--- src/rtl/ctrl_pkg.sv ---
// Shared types and constants for the hardwired control sequencer.
package ctrl_pkg;

  // Sequencer states: fetch T0..T2, execute T3..T6.
  typedef enum logic [3:0] {
    StIdle,
    StT0,
    StT1,
    StT2,
    StT3,
    StT4,
    StT5,
    StT6,
    StHalt
  } state_e;

  // Instruction classes that select the execute sequence.
  typedef enum logic [2:0] {
    ClsAlu3,
    ClsUnary,
    ClsMulDiv,
    ClsNop,
    ClsHalt,
    ClsIllegal
  } op_class_e;

  // Single-bit datapath strobes, registered together.
  typedef struct packed {
    logic pc_out;
    logic inc_pc;
    logic mar_in;
    logic z_in;
    logic zlow_out;
    logic zhigh_out;
    logic pc_in_en;
    logic read;
    logic mdr_in;
    logic mdr_out;
    logic ir_in;
    logic y_in;
    logic hi_in;
    logic lo_in;
  } strobe_t;

  localparam logic [4:0] OpAdd  = 5'b00011;
  localparam logic [4:0] OpSub  = 5'b00100;
  localparam logic [4:0] OpShr  = 5'b00101;
  localparam logic [4:0] OpShl  = 5'b00110;
  localparam logic [4:0] OpRor  = 5'b00111;
  localparam logic [4:0] OpRol  = 5'b01000;
  localparam logic [4:0] OpAnd  = 5'b01001;
  localparam logic [4:0] OpOr   = 5'b01010;
  localparam logic [4:0] OpMul  = 5'b01111;
  localparam logic [4:0] OpDiv  = 5'b10000;
  localparam logic [4:0] OpNeg  = 5'b10001;
  localparam logic [4:0] OpNot  = 5'b10010;
  localparam logic [4:0] OpNop  = 5'b11010;
  localparam logic [4:0] OpHalt = 5'b11011;

  // IR field positions.
  localparam int unsigned IrOpMsb = 31;
  localparam int unsigned IrOpLsb = 27;
  localparam int unsigned IrRaMsb = 26;
  localparam int unsigned IrRaLsb = 23;
  localparam int unsigned IrRbMsb = 22;
  localparam int unsigned IrRbLsb = 19;
  localparam int unsigned IrRcMsb = 18;
  localparam int unsigned IrRcLsb = 15;

  function automatic op_class_e op_class(input logic [4:0] op);
    op_class_e cls;
    case (op)
      OpAdd, OpSub, OpShr, OpShl, OpRor, OpRol, OpAnd, OpOr: cls = ClsAlu3;
      OpNeg, OpNot:                                          cls = ClsUnary;
      OpMul, OpDiv:                                          cls = ClsMulDiv;
      OpNop:                                                 cls = ClsNop;
      OpHalt:                                                cls = ClsHalt;
      default:                                               cls = ClsIllegal;
    endcase
    return cls;
  endfunction

endpackage

--- src/rtl/ctrl_sequencer_dec.sv ---
// 4-bit register index to one-hot enable vector; all zero when disabled.
module reg_onehot_dec #(
  parameter int unsigned NREG = 16
) (
  input  logic [3:0]      idx_i,
  input  logic            en_i,
  output logic [NREG-1:0] onehot_o
);

  // Index beyond NREG yields no enable rather than wrapping.
  always_comb begin
    onehot_o = '0;
    if (en_i && (32'(idx_i) < NREG)) begin
      onehot_o[idx_i] = 1'b1;
    end
  end

endmodule

--- src/rtl/ctrl_sequencer.sv ---
// Hardwired fetch/execute sequencer driving all datapath strobes.
// Outputs are registered from the next state so they are glitch-free and
// clear immediately on clr; pc_in alone is qualified by mem_rdy so the PC
// loads exactly once however long T1 is stretched.
module ctrl_sequencer
  import ctrl_pkg::*;
#(
  parameter int unsigned NREG = 16,
  parameter int unsigned OPW  = 5
) (
  input  logic            clk,
  input  logic            clr,
  input  logic            run,
  input  logic            mem_rdy,
  input  logic [31:0]     ir,
  output logic            pc_out,
  output logic            inc_pc,
  output logic            mar_in,
  output logic            z_in,
  output logic            zlow_out,
  output logic            zhigh_out,
  output logic            pc_in,
  output logic            read,
  output logic            mdr_in,
  output logic            mdr_out,
  output logic            ir_in,
  output logic            y_in,
  output logic            hi_in,
  output logic            lo_in,
  output logic [NREG-1:0] rin,
  output logic [NREG-1:0] rout,
  output logic [OPW-1:0]  alu_op,
  output logic            busy,
  output logic            halted,
  output logic            illegal
);

  state_e          state_q, state_d, end_state;
  logic [4:0]      op_q, op_d;
  logic [3:0]      ra_q, ra_d, rb_q, rb_d, rc_q, rc_d;
  logic            illegal_q, illegal_d;
  op_class_e       cls_q, cls_d, ir_cls;

  strobe_t         strb_q, strb_d;
  logic [NREG-1:0] rin_q, rin_d, rout_q, rout_d;
  logic [3:0]      rin_idx_d, rout_idx_d;
  logic            rin_en_d, rout_en_d;
  logic [OPW-1:0]  alu_op_q, alu_op_d;
  logic            busy_q, busy_d, halted_q, halted_d;

  logic            unused_ir;
  assign unused_ir = ^ir[IrRcLsb-1:0];

  // Next-state logic; IR fields are captured only when leaving T2.
  always_comb begin
    state_d   = state_q;
    op_d      = op_q;
    ra_d      = ra_q;
    rb_d      = rb_q;
    rc_d      = rc_q;
    illegal_d = illegal_q;
    cls_q     = op_class(op_q);
    ir_cls    = op_class(ir[IrOpMsb:IrOpLsb]);
    end_state = run ? StT0 : StIdle;
    unique case (state_q)
      StIdle: if (run) state_d = StT0;
      StT0:   state_d = StT1;
      StT1:   if (mem_rdy) state_d = StT2;
      StT2: begin
        op_d = ir[IrOpMsb:IrOpLsb];
        ra_d = ir[IrRaMsb:IrRaLsb];
        rb_d = ir[IrRbMsb:IrRbLsb];
        rc_d = ir[IrRcMsb:IrRcLsb];
        case (ir_cls)
          ClsAlu3, ClsUnary, ClsMulDiv: state_d = StT3;
          ClsHalt:                      state_d = StHalt;
          ClsIllegal: begin
            illegal_d = 1'b1;
            state_d   = end_state;
          end
          default:                      state_d = end_state;
        endcase
      end
      StT3:   state_d = StT4;
      StT4:   state_d = (cls_q == ClsUnary) ? end_state : StT5;
      StT5:   state_d = (cls_q == ClsMulDiv) ? StT6 : end_state;
      StT6:   state_d = end_state;
      StHalt: state_d = StHalt;
      default: state_d = StIdle;
    endcase
  end

  // Output decode of the upcoming state, registered below.
  always_comb begin
    strb_d     = '0;
    rin_idx_d  = '0;
    rin_en_d   = 1'b0;
    rout_idx_d = '0;
    rout_en_d  = 1'b0;
    alu_op_d   = '0;
    cls_d      = op_class(op_d);
    busy_d     = !(state_d inside {StIdle, StHalt});
    halted_d   = (state_d == StHalt);
    unique case (state_d)
      StT0: begin
        strb_d.pc_out = 1'b1;
        strb_d.mar_in = 1'b1;
        strb_d.inc_pc = 1'b1;
        strb_d.z_in   = 1'b1;
      end
      StT1: begin
        strb_d.zlow_out = 1'b1;
        strb_d.pc_in_en = 1'b1;
        strb_d.read     = 1'b1;
        strb_d.mdr_in   = 1'b1;
      end
      StT2: begin
        strb_d.mdr_out = 1'b1;
        strb_d.ir_in   = 1'b1;
      end
      StT3: begin
        rout_en_d = 1'b1;
        if (cls_d == ClsMulDiv) begin
          rout_idx_d  = ra_d;
          strb_d.y_in = 1'b1;
        end else if (cls_d == ClsUnary) begin
          rout_idx_d  = rb_d;
          alu_op_d    = OPW'(op_d);
          strb_d.z_in = 1'b1;
        end else begin
          rout_idx_d  = rb_d;
          strb_d.y_in = 1'b1;
        end
      end
      StT4: begin
        if (cls_d == ClsUnary) begin
          strb_d.zlow_out = 1'b1;
          rin_en_d        = 1'b1;
          rin_idx_d       = ra_d;
        end else begin
          rout_en_d   = 1'b1;
          rout_idx_d  = (cls_d == ClsMulDiv) ? rb_d : rc_d;
          alu_op_d    = OPW'(op_d);
          strb_d.z_in = 1'b1;
        end
      end
      StT5: begin
        strb_d.zlow_out = 1'b1;
        if (cls_d == ClsMulDiv) begin
          strb_d.lo_in = 1'b1;
        end else begin
          rin_en_d  = 1'b1;
          rin_idx_d = ra_d;
        end
      end
      StT6: begin
        strb_d.zhigh_out = 1'b1;
        strb_d.hi_in     = 1'b1;
      end
      default: ;
    endcase
  end

  reg_onehot_dec #(
    .NREG(NREG)
  ) u_rin_dec (
    .idx_i    (rin_idx_d),
    .en_i     (rin_en_d),
    .onehot_o (rin_d)
  );

  reg_onehot_dec #(
    .NREG(NREG)
  ) u_rout_dec (
    .idx_i    (rout_idx_d),
    .en_i     (rout_en_d),
    .onehot_o (rout_d)
  );

  // State, latched IR fields and registered outputs.
  always_ff @(posedge clk or negedge clr) begin
    if (!clr) begin
      state_q   <= StIdle;
      op_q      <= '0;
      ra_q      <= '0;
      rb_q      <= '0;
      rc_q      <= '0;
      illegal_q <= 1'b0;
      strb_q    <= '0;
      rin_q     <= '0;
      rout_q    <= '0;
      alu_op_q  <= '0;
      busy_q    <= 1'b0;
      halted_q  <= 1'b0;
    end else begin
      state_q   <= state_d;
      op_q      <= op_d;
      ra_q      <= ra_d;
      rb_q      <= rb_d;
      rc_q      <= rc_d;
      illegal_q <= illegal_d;
      strb_q    <= strb_d;
      rin_q     <= rin_d;
      rout_q    <= rout_d;
      alu_op_q  <= alu_op_d;
      busy_q    <= busy_d;
      halted_q  <= halted_d;
    end
  end

  assign pc_out    = strb_q.pc_out;
  assign inc_pc    = strb_q.inc_pc;
  assign mar_in    = strb_q.mar_in;
  assign z_in      = strb_q.z_in;
  assign zlow_out  = strb_q.zlow_out;
  assign zhigh_out = strb_q.zhigh_out;
  assign pc_in     = strb_q.pc_in_en & mem_rdy;
  assign read      = strb_q.read;
  assign mdr_in    = strb_q.mdr_in;
  assign mdr_out   = strb_q.mdr_out;
  assign ir_in     = strb_q.ir_in;
  assign y_in      = strb_q.y_in;
  assign hi_in     = strb_q.hi_in;
  assign lo_in     = strb_q.lo_in;
  assign rin       = rin_q;
  assign rout      = rout_q;
  assign alu_op    = alu_op_q;
  assign busy      = busy_q;
  assign halted    = halted_q;
  assign illegal   = illegal_q;

endmodule

--- config.mk ---
export PLATFORM = sky130hd
export DESIGN_NAME = ctrl_sequencer
export DESIGN_NICKNAME = d
export VERILOG_FILES = /design/src/rtl/ctrl_pkg.sv /design/src/rtl/ctrl_sequencer_dec.sv /design/src/rtl/ctrl_sequencer.sv
export SDC_FILE = /design/constraint.sdc
export NUM_CORES = 1
export LEC_CHECK = 0
export BUFFER_PORTS_ARGS = -buffer_cell sky130_fd_sc_hd__buf_2
export CAP_MARGIN = 0
export CORE_MARGIN = 3
export CORE_UTILIZATION = 52
export DETAILED_ROUTE_END_ITERATION = 6
export HOLD_SLACK_MARGIN = 0.03
export PLACE_DENSITY = 0.8
export SLEW_MARGIN = 5
export SYNTH_ARGS = -nofsm -noshare
export SYNTH_HDL_FRONTEND = slang
export SYNTH_SLANG_ARGS = --single-unit
export TNS_END_PERCENT = 20
--- constraint.sdc ---
create_clock -name clk -period 2.5 [get_ports clk]
set_input_delay 0.5 -clock clk [delete_from_list [all_inputs] [get_ports clk]]
set_output_delay 0.5 -clock clk [all_outputs]
set_load 0.1 [all_outputs]
==> results.toml <==
[setup_path]
crit_path_end_kind = "flip-flop"
cp.arrival_ns = 2.60
crit_path_start_kind = "flip-flop"
cpPeakStageDelay_ns = 0.44
r2r_slack_ns = 0.13
critical_path.top_delay_family = "simple AND/OR/NAND/NOR gates"
cp_max_fo = 8
required_ns = 2.73
critPathKind = "flip-flop to flip-flop"
cp_num_buf_inv = 0
cp_cell_sequence = "or3b_4 > nor3_4 > nor2_2 > a21o_1 > a221o_4 > nor4_1"
crit_slowest_cell = "or3b_4"

[grt]
grt_overflow = 0
gr-usage-all-layers_pct = 21.7
met1_usage_pct = 29.9
top_usage_layer = "met2"
grt_pass1_wl_um = 12500
grt_pass1_vias = 2633
grt.met2_usage_pct = 34.3
grt_max_degree = 43
grt_antenna_before_repair = 0
met3_usage_pct = 4.27

[floorplan]
start_util_pct = 54.3
dieArea_um2 = 7200
io_pins = 90
num_rows = 28
die-height_um = 84.9
coreArea_um2 = 5960
die_x_um = 84.9

[clock_network]
cts_tree = "yes"
clk_pin_slew_ns = 0.07
clock_path_buffers = 2
clockRootBuffer = "clkbuf_8"
cts_sinks = 69
htree_levels = 3
cts_made_buffers = 9
clock_latency_ns = 0.34

[synthesis]
synthXorXnorAreaFrac_pct = 0.542
async_reset_ff_share_pct = 100
yosys.cell_types.count = 66
yosysMostFrequentCell = "dfrtp_1"
synth-seq-cells = 69
synth_adder_area_share_pct = 0
yosys.area_share.simple_pct = 25.5
synth_edf_count = 0
syn_inst = 316
post_synth.cell_area_avg_um2 = 10.2
yosys_most_used_dff = "dfrtp_1"
synthDominantCellAreaShare_pct = 53.4
syn-num-nets = 352
synth_top_family_by_area = "simple AND/OR/NAND/NOR gates"
synth.area.mux_share_pct = 1.59
synth_compound_area_share_pct = 14.2
syn_area_um2 = 3230
yosysTopAreaCell = "dfrtp_1"
ys_warn_count = 0
ys_seq_area_share_pct = 53.4
synthTopCellsByCount = "dfrtp_1, nand2_1, nor2_1, nor4_1, a21oi_1"
synth_area_leaders = "dfrtp_1, nand2_1, nor2_1"

[route]
drt-total-wl_um = 7430
drtIter0Drc = 192
drc = 0
via_per_inst = 5.65
vias = 2679
first_pass_iters = 5
wl_per_cell_um = 15.7
drtAntennaViolNets = 0

[timing]
rsz0062_at_grt = "yes"
finalMaxSlewViolations = 0
setup_viol_count_final = 0
hold_viol = 0
relSlewSlack_pct = 59.7
layout_min_cycle_time_ns = 2.37
max_freq_ghz = 0.421
worstMarginPinSlew_ns = 0.605
skew_ns = 0.00877
finalCritPeriodShare_pct = 95.0

[pwr]
p_per_area_nw_per_um2 = 1200
p_leak_uw = 0.00198
peakVddDrop_mv = 0.710
p_total_uw = 4710

[place]
place_congestion = 0.887
io_buffers = 74
postPlaceCellArea_um2 = 3690
hpwl_um = 5350

[finish]
syn_to_final_growth_pct = 21.5
final_area_um2 = 3930
layout-drive-gt1-share_pct = 32.8
num-nets-final = 430
n_antenna_cell = 0
fillers = 506
multi_input_comb_area_um2 = 1350
final-seq-area_um2 = 1730

[worst_hold_path]
hold_class = "input pin to async pin"

[job]
drv_cap = 0

[run_status]
run_status = "finished, final reports clean"
==> report_power, final <==
| group | total, uW | leakage (uW) | internal [uW] | switching (uW) |
|---|---|---|---|---|
| clock network | 1070 | 0.000116 | 663 | 412 |
| logic | 2130 | 0.000949 | 546 | 1580 |
| registers | 1510 | 0.000919 | 1350 | 163 |
==> layer usage <==
layer	wire length, um	vias up
met5	0	-
li1	-	1276
met1	3190	1286
met2	3630	103
met3	453	14
met4	153	0
==> cell usage in the layout, fill, tap and decap left out, types with 2 or more instances in the layout <==
cell type	instances
buf_2	74
mux2i_1	4
nor2b_1	4
nand3b_1	3
o21ai_0	5
a21o_1	4
nor4b_1	2
xnor2_1	2
nand4_1	3
inv_1	11
bufinv_16	3
nor4b_2	2
buf_4	11
a21oi_1	14
and2_1	5
nand3_1	7
a221oi_1	2
a22o_2	2
a31oi_1	3
o22ai_1	3
nand2b_1	5
clkbuf_8	9
a22oi_1	2
dfrtp_1	69
nor2_2	2
nor2_1	27
nand2_1	53
o21ai_2	2
nor3_1	7
nor4_1	15
o211ai_1	2
a211oi_1	2
nor4_2	2
==> sequential cells by signal, summed over array words and instances (netlist names), 4 cells and up <==
register  count
ra_q          4
rc_q          4
rb_q          4
state_q       4
op_q          5
alu_op        5
rout         16
rin          16
==> cells by family (layout without fill, tap and decap cells) <==
kind of cell / count (synthesis) / count (layout)
AND/OR/NAND/NOR: 152 / 152
flip-flops: 69 / 69
AO/OA/AOI/OAI: 57 / 57
buffers and inverters: 31 / 114
multiplexers: 5 / 5
XOR/XNOR: 2 / 2
==> area by class of cell <==
cell class | count | area share, %
inverters | 12 | 1.15
flip-flops and latches | 69 | 43.9
multi-input cells | 216 | 34.4
clock inverters | 6 | 2.83
well taps | 75 | 2.39
repair buffers | 86 | 12.0
clock buffers | 10 | 3.25
==> path summary, 6_finish.rpt <==
kind	from	endpoint	depth (start not counted)
max	op_q[2]	rout[4]	6
min	clr	rout[7]	1
max reg2reg	op_q[2]	rout[4]	6
min reg2reg	illegal	illegal	1
max in group asynchronous	clr	rc_q[2]	2
min in group clk	ir[16]	rc_q[1]	3
==> through the flow <==
stage / setup TNS [ns] / hold slack [ns] / std cells / util, % / worst slack [ns]
after floorplan: 0 / 0.204 / 316 / - / 0.222
after global placement: 0 / 0.440 / 458 / 62.0 / 0.0642
after detailed placement: 0 / 0.451 / 458 / 62.0 / 0.0103
after CTS: 0 / 0.182 / 474 / 66.0 / 0.137
after global routing: -0.00228 / 0.213 / 474 / 66.0 / -0.00188
final: 0 / 0.164 / 474 / 66.0 / 0.126
==> repair_timing <==
| action | in CTS | in global routing |
|---|---|---|
| resized for setup | 0 | 0 |
| buffers inserted | 0 | 0 |
| hold buffers | 0 | 0 |
| setup endpoints to repair | 0 | 3 |
No activity file was read; power rests on OpenSTA's default activity.
